$ cat config.mk
export PLATFORM = sky130hd
export DESIGN_NAME = tff_mod_counter
export DESIGN_NICKNAME = d
export VERILOG_FILES = /design/src/rtl/tff_mod_counter.sv
export SDC_FILE = /design/constraint.sdc
export NUM_CORES = 1
export LEC_CHECK = 0
export CAP_MARGIN = 20
export CORE_AREA = 8 8 45 47
export DETAILED_ROUTE_END_ITERATION = 8
export DIE_AREA = 0 0 53 55
export GPL_TIMING_DRIVEN = 0
export MAX_ROUTING_LAYER = met4
export SYNTH_ARGS = -nofsm -noshare
export SYNTH_HDL_FRONTEND = slang
export SYNTH_SLANG_ARGS = --single-unit
export TNS_END_PERCENT = 10
$ cat constraint.sdc
create_clock -name clk -period 2.1 [get_ports clk]
set_clock_uncertainty 0.15 [all_clocks]
set_input_delay 0.63 -clock clk [delete_from_list [all_inputs] [get_ports clk]]
set_output_delay 0.63 -clock clk [all_outputs]
set_load 0.02 [all_outputs]
$ cat src/rtl/tff_mod_counter.sv
// tff_mod_counter
//   Modulo-(MAXVAL+1) up/down counter whose binary state is held in one toggle
//   flip-flop per bit. Each toggle input is cnt XOR next_cnt, so each TFF flips
//   exactly the bits that must change. Parallel load clamps to MAXVAL. The count
//   is presented either in binary or in Gray code. A registered one-cycle pulse
//   flags every wrap step.
//
// Ports
//   clk    : clock; all state changes happen on the rising edge
//   reset  : asynchronous, active-low; clears cnt and tc immediately
//   en     : count enable
//   x      : direction select (0 = up, 1 = down)
//   gray   : output encoding (0 = binary, 1 = Gray); purely combinational on w
//   load   : synchronous parallel load; takes priority over en
//   din    : load value (binary); values above MAXVAL load as MAXVAL
//   w      : encoded count
//   tc     : terminal-count pulse; high for the cycle showing the wrapped value

// Single toggle flip-flop with asynchronous active-low clear.
module tff_cell (
  input  logic clk,
  input  logic reset,
  input  logic t,
  output logic q
);

  logic q_reg;

  always_ff @(posedge clk or negedge reset) begin
    if (!reset) begin
      q_reg <= 1'b0;
    end else if (t) begin
      q_reg <= ~q_reg;
    end
  end

  assign q = q_reg;

endmodule

module tff_mod_counter #(
  parameter int WIDTH  = 3,
  parameter int MAXVAL = 2**WIDTH - 1
) (
  input  logic             clk,
  input  logic             reset,
  input  logic             en,
  input  logic             x,
  input  logic             gray,
  input  logic             load,
  input  logic [WIDTH-1:0] din,
  output logic [WIDTH-1:0] w,
  output logic             tc
);

  localparam logic [WIDTH-1:0] MAX_CNT = WIDTH'(MAXVAL);
  localparam logic [WIDTH-1:0] ONE     = WIDTH'(1);

  logic [WIDTH-1:0] cnt;
  logic [WIDTH-1:0] cnt_next;
  logic [WIDTH-1:0] toggle;
  logic             tc_reg;
  logic             tc_next;

  // Next-count selection: load beats en, en beats hold. tc_next is only set
  // on a real wrap step; a load that happens to land on a wrap target does
  // not count as a wrap.
  always_comb begin
    cnt_next = cnt;
    tc_next  = 1'b0;
    if (load) begin
      cnt_next = (din > MAX_CNT) ? MAX_CNT : din;
    end else if (en) begin
      if (!x) begin
        if (cnt == MAX_CNT) begin
          cnt_next = '0;
          tc_next  = 1'b1;
        end else begin
          cnt_next = cnt + ONE;
        end
      end else begin
        if (cnt == '0) begin
          cnt_next = MAX_CNT;
          tc_next  = 1'b1;
        end else begin
          cnt_next = cnt - ONE;
        end
      end
    end
  end

  // Bits that differ between current and next count are the ones to flip.
  assign toggle = cnt ^ cnt_next;

  generate
    for (genvar gi = 0; gi < WIDTH; gi++) begin : g_bit
      tff_cell u_tff (
        .clk   (clk),
        .reset (reset),
        .t     (toggle[gi]),
        .q     (cnt[gi])
      );
    end
  endgenerate

  always_ff @(posedge clk or negedge reset) begin
    if (!reset) begin
      tc_reg <= 1'b0;
    end else begin
      tc_reg <= tc_next;
    end
  end

  assign tc = tc_reg;

  // Encoding is applied after the state, so switching gray never disturbs cnt.
  assign w = gray ? (cnt ^ (cnt >> 1)) : cnt;

endmodule

# Word level (Yosys, flattened, before mapping)
# Cells that the tools add are included.
# word_totals
in_bits	9
elab_cells	26
reg_bits	4
# classes
n_reduce_logical	1
mux	12
bitwise	5
n_eq_ne	1
n_addsub	2
order_cmp	1
# op_table
operator	n
$mux W3	7
$mux W1	5
$add A3 B1 Y3 const B	1
$eq A3 B3 Y1 const B	1
$gt A3 B3 Y1 const B	1
$logic_not A3 Y1	1
$not A1 Y1	3
$sub A3 B1 Y3 const B	1
$xor A3 B2 Y3	1
$xor A3 B3 Y3	1

# Logic depth before layout (Yosys ltp)
# Gate-level depths: netlist (run 1).
# depth
ltp_word	6
mapped_depth	5
ltp_nobuf	5

# Hierarchy
# From an unflattened synthesis (run 1), not the netlist that was laid out.
# hier_totals
hier_cells	42
area_unflattened_um2	367.9
# modules_own_cells
mod	instances	seq_area_each_um2	cells_each	area_each_um2
tff_mod_counter	1	25.0	36	266.5
tff_cell	3	25.0	2	33.8

# Worst setup path after synthesis (run 1)
# OpenSTA, ideal clock, no wires.
# synth_timing
path_kind	in2out
from	in gray
to	out w[0]
required_ns	1.320
setup_slack_ns	0.214
stages	1
n_path_buf	0
t_arrival_ns	1.106
cell_sequence	o21ai_0
# synth_via
elab_chain_cells	1
# synth_rtl
element	line	source
from (decl)	49	input logic gray,
$mux W3	117	assign w = gray ? (cnt ^ (cnt >> 1)) : cnt;
to (decl)	52	output logic [WIDTH-1:0] w,
# No other way between the ends.

# Worst setup path after layout (run 1)
# layout_timing
from	reg g_bit[0].u_tff.q_reg
to	out w[0]
# layout_via
elab_chain_cells	2
# layout_rtl
element	line	source
from (decl)	27	logic q_reg;
from (signal assigned)	33	q_reg <= ~q_reg;
$xor A3 B2 Y3	117	
$mux W3 (*)	117	
# Mark *: on every way between the ends. The rest lies on a longest branch, timed or not.

==> flow_summary.toml, run 1 <==
[clock_tree]
hold_buffers = 0
cts_tree = "yes"
cts_buffers = 3
clkLatencyLatePin_ns = 0.23
clock_sinks = 4
cts_root_buffer = "clkbuf_4"
clk_pin_slew_ns = 0.04
h-tree-depth = 1
cts_buffer_depth = 2

[worst_setup_path]
cp-start-kind = "flop"
end_kind = "primary output"
crit_type = "reg -> out"
critical_path_required_ns = 1.32
cp_data_arrival_time_ns = 1.28
worstRegToRegCells = 6
crit_fanout = 4

[timing]
tns_ns = 0
max_slew_margin_pct = 77.87
rsz0062_at_grt = "yes"
setup_viol = 0
worst_pin_slew_ns = 0.3319
slew_viol_final = 0
hold_violations = 0
worst_slack_ns = 0.04067
post-route-min-period_ns = 2.059
fmax_mhz = 485.6
period_share_pct = 98.06

[routing]
vias = 327
dr.pass1.iters = 3
antenna_left = 0
drc_errors = 0
dr.first_iter.drc_count = 4
via_per_inst = 4.606
wire_per_inst_um = 11.96
wirelength_um = 849

[logic_synthesis]
synth.largest_area_cell = "dfrtp_1"
ys_top_cells_by_count = "5 x nand2_1, 4 x dfrtp_1, 4 x ha_1, 4 x nor2_1"
netlist_area_um2 = 324.1
syn-num-nets = 52
seq_area_frac_synth_pct = 30.89
syn-instance-count = 39
yosysMostFrequentCell = "nand2_1"
synth_edf_count = 0
synth_top_area_share_pct = 30.89
synth_area_per_cell_um2 = 8.309
synthesis.yosys.warnings = 0
synthTopCellsByArea = "dfrtp_1 31%, ha_1 15%, o31ai_1 6.9%"
synth_seq_cells = 4
synthArstFlopShare_pct = 100.0
ys_types = 20
synth_ff_type = "dfrtp_1"

[layout]
largest_reg_flops = 3
syn_to_final_growth_pct = 54.83
drive_gt1_share_pct = 29.09
fin_area_um2 = 501.7
finalNonFillerCells = 71
num_antenna_cells = 0
nNetsFinal = 70

[global_routing]
antenna_found_initial = 0
grt-ovfl-total = 0
use_met1_pct = 8.244
grt_first_pass_wirelength_mm = 1.366
met2_usage_pct = 8.203
grtUsageTotal_pct = 6.655
grt_max_degree = 9
grtUsageMet3_pct = 2.674
busiest_layer = "met1"
grt_pass1_vias = 304

[job]
maxCapViolCount = 0

[floorplanning]
die_w_um = 53
die_y_um = 55
ios = 13
fp-row-count = 14
initial_core_util_pct = 23.42
coreArea_mm2 = 0.001384
die_area_mm2 = 0.002915

[power]
power_density_mw_per_mm2 = 617.6
irDropWorstVdd_mv = 0.1656
p_leak_nw = 0.2260

[run_status]
outcome = "finished clean"

[place]
place_hpwl_um = 645.9
dp.cells = 66
place_area_um2 = 454.2
port_buffers = 11
post-place-ws_ns = -0.6332
place.gp.congestion = 0.7367

[hold_path]
hold_path.class = "in -> async"
[cells by family (layout without fill, tap and decap cells)]
group / Yosys count / after routing / synth area share, %
and+or+nand+nor: 16 / 16 / 24.33
AOI/OAI and AO/OA: 8 / 8 / 16.60
buffers and inverters: 5 / 21 / 6.949
adders and majority gates: 4 / 4 / 15.44
DFF: 4 / 4 / 30.89
xor gates and xnor gates: 1 / 1 / 2.703
muxes: 1 / 1 / 3.089
[final timing paths]
check,from,endpoint,slack (ns)
setup reg to reg,g_bit[0].u_tff.q,g_bit[2].u_tff.q,0.30
hold reg to reg,g_bit[1].u_tff.q,g_bit[1].u_tff.q,0.49
setup / recovery,g_bit[0].u_tff.q,w[0],0.04
hold / removal,reset,g_bit[0].u_tff.q,0.46
min in group clk,g_bit[1].u_tff.q,g_bit[1].u_tff.q,0.49
max in group asynchronous,reset,g_bit[2].u_tff.q,1.16
[timing repair]
item,4_1_cts,5_1_grt
buffers inserted,0,2
resized for setup,18,4
endpoints found under the setup margin,3,1
pin swaps,1,2
[through the flow]
step | utilization [%] | power [mW] | hold WS [ns]
5_1_grt | 36.26 | 0.3350 | 0.4593
3_5_place_dp | 32.82 | 0.2057 | 0.4962
2_1_floorplan | - | 0.1573 | 0.1844
4_1_cts | 34.72 | 0.3046 | 0.4469
6_report | 36.26 | 0.3099 | 0.4551
3_3_place_gp | 32.82 | 0.2040 | 0.4747
[cell usage in the layout (no fill, tap or decap), types with 2 or more instances in the layout]
master,synthesis,final
buf_4,1,6
clkbuf_4,0,3
clkdlybuf4s50_1,0,7
dfrtp_1,4,2
dfrtp_2,0,2
ha_1,4,3
inv_2,0,2
nand2_1,5,4
nor2_1,4,4
nor3_1,2,2
o31ai_1,3,3
[metal layers]
| layer | vias to the layer above | share of wire [%] |
|---|---|---|
| li1 | 166 | - |
| met1 | 149 | 49 |
| met2 | 12 | 40 |
| met3 | 0 | 11 |
| met4 | 0 | 0 |
| met5 | - | 0 |
[cell type report]
| type | instances | area (um2) |
|---|---|---|
| fillers | 155 | 882.1 |
| multi-input cells | 30 | 216.5 |
| inverters | 3 | 11.26 |
| plain buffers | 2 | 11.26 |
| repair buffers | 13 | 117.6 |
| flip-flops and latches | 4 | 102.6 |
| well taps | 16 | 20.02 |
| clock buffers | 3 | 22.52 |
[report_power, final]
group	switching (mW)	internal, mW	leakage, nW
combinational	0.0569	0.0642	0.165
sequential	0.0113	0.0858	0.0468
clock	0.0280	0.0637	0.0138
[worst max-delay path: stages (launching register included)]
cell and delay, ns:
dfrtp_1 0.41, inv_2 0.09, ha_4 0.29, nand2_2 0.04
o21ai_1 0.07, buf_4 0.15
Note: power is estimated with default switching activity, not from simulation.
==> run 2, diff against run 1 <==
--- a/config.mk
+++ b/config.mk
@@ -14,4 +14,4 @@
 export SYNTH_ARGS = -nofsm -noshare
 export SYNTH_HDL_FRONTEND = slang
 export SYNTH_SLANG_ARGS = --single-unit
-export TNS_END_PERCENT = 10
+export TNS_END_PERCENT = 20
==> results of run 2 <==
Final layout, timing and power as in run 1 (identical DEF).
==> run 3, diff against run 2 <==
==> constraint.sdc (replaced) <==
create_clock -name clk -period 2.25 [get_ports clk]
set_clock_uncertainty 0.15 [all_clocks]
set_input_delay 0.675 -clock clk [delete_from_list [all_inputs] [get_ports clk]]
set_output_delay 0.675 -clock clk [all_outputs]
set_load 0.02 [all_outputs]
==> flow_summary.toml, run 3 (synthesis gave the netlist of run 1 again) <==
[power]
p_leak_nw = 0.2168
power_density_mw_per_mm2 = 575.1
total_power_mw = 0.2778
irDropWorstVdd_mv = 0.1524

[worst_setup_path]
regToRegStartpoint = "g_bit[0].u_tff.q"
cp_num_buf_inv = 2
r2r_setup_slack_ns = 0.52
crit_start = "g_bit[2].u_tff.q"
cp_data_arrival_time_ns = 1.34
cp_slowest_cell = "clkdlybuf4s50_1"
crit_fanout = 7
critical_path_required_ns = 1.42
crit_chain = "buf_4 > clkdlybuf4s50_1"
crit_path_max_incr_delay_ns = 0.59
end_kind = "primary output"
crit_family = "buffers and inverters"
crit_type = "reg -> out"
cp-start-kind = "flop"

[place]
dp.cells = 66
post-place-ws_ns = -0.5732
port_buffers = 11
place_hpwl_um = 645.9
place.gp.congestion = 0.7367
place_area_um2 = 454.2

[routing]
wirelength_um = 806
dr.first_iter.drc_count = 3
via_per_inst = 4.580
wire_per_inst_um = 11.68
vias = 316
dr.pass1.iters = 2
drc_errors = 0
antenna_left = 0

[layout]
final_cell_mix = "8 x clkdlybuf4s50_1, 5 x nand2_1, 4 x nor2_1"
finalNonFillerCells = 69
nNetsFinal = 68
fin_util_pct = 34.90
fill_cells = 157
syn_to_final_growth_pct = 49.03
largest_reg_flops = 3
drive_gt1_share_pct = 18.87
fin_area_um2 = 483.0
final_common_cell = "clkdlybuf4s50_1"
num_antenna_cells = 0

[clock_tree]
cts_buffer_depth = 2
clock_sinks = 4
clkLatencyLatePin_ns = 0.23
h-tree-depth = 1
clk_pin_slew_ns = 0.04
cts_tree = "yes"
cts_buffers = 3
postCtsSetupRepairBufs = 0
cts_root_buffer = "clkbuf_4"

[timing]
fmax_mhz = 461.5
setup_viol = 0
worst_slack_ns = 0.08301
post-route-min-period_ns = 2.167
max_slew_margin_pct = 79.18
period_share_pct = 96.31
rsz0062_at_grt = "no"
tns_ns = 0
slew_viol_final = 0
hold_violations = 0
worst_pin_slew_ns = 0.3123
whs_ns = 0.4819

[floorplanning]
die_w_um = 53
initial_core_util_pct = 23.42
ios = 13
die_area_mm2 = 0.002915
die_y_um = 55
fp-row-count = 14
coreArea_mm2 = 0.001384

[global_routing]
grt_first_pass_wirelength_mm = 1.331
antenna_found_initial = 0
busiest_layer = "met1"
grtUsageTotal_pct = 6.543
grt_max_degree = 9
grt-ovfl-total = 0
met2_usage_pct = 7.813
grt_pass1_vias = 295
use_met1_pct = 8.244
grtUsageMet3_pct = 2.674

[hold_path]
hp-start = "g_bit[1].u_tff.q"
hold_path.class = "reg -> reg"

[run_status]
outcome = "finished clean"

[job]
maxCapViolCount = 0
## run 3: cell types whose count changed in the layout (fill, tap and decap cells not counted)
cell	change
o21ai_1	-1
o21ai_0	+1
inv_1	+2
nand2_1	+1
buf_2	+1
dlygate4sd2_1	+1
buf_4	-4
nand2_2	-1
clkdlybuf4s50_1	+1
clkdlybuf4s15_1	-1
inv_2	-2
## run 3: repair_timing
| action | 4_1_cts | 5_1_grt |
|---|---|---|
| pin swaps | 1 | 0 |
| setup endpoints to repair | 2 | 2 |
| resized for setup | 12 | 3 |
| hold buffers | 0 | 0 |
## run 3: path summary, 6_finish.rpt
path | cells after the start | to
worst min-delay path | 2 | g_bit[1].u_tff.q
worst min register to register | 2 | g_bit[1].u_tff.q
worst max-delay path | 2 | w[2]
worst max register to register | 5 | g_bit[2].u_tff.q
min in group asynchronous | 1 | g_bit[0].u_tff.q
max in group asynchronous | 1 | g_bit[2].u_tff.q
## run 3: area by class of cell
cell class	count	area [um2]	area share (%)
buffer	2	11.26	2.332
timing repair buffer	11	101.3	20.98
inverter	3	11.26	2.332
sequential	4	102.6	21.24
multi-input combinational	30	214.0	44.30
clock buffer	3	22.52	4.663
tap	16	20.02	4.145
## run 3: metal layers
| layer | wire [um] | part of all wire (%) | vias up |
|---|---|---|---|
| li1 | - | - | 164 |
| met1 | 403 | 50 | 140 |
| met4 | 0 | 0 | 0 |
| met3 | 86 | 11 | 0 |
| met5 | 0 | 0 | - |
| met2 | 316 | 39 | 12 |
## run 3: worst reg2reg max path, cell delays in order, from the launching register on
cell	delay, ns
dfrtp_1	0.40
inv_1	0.13
ha_4	0.18
or3_1	0.35
a311oi_1	0.28
o31ai_1	0.10
## run 3: report_power, final
part	switching (mW)	internal [mW]	total, mW
logic	0.0500	0.0523	0.102
registers	0.0100	0.0801	0.0901
clock network	0.0259	0.0594	0.0853
total	0.0859	0.192	0.278
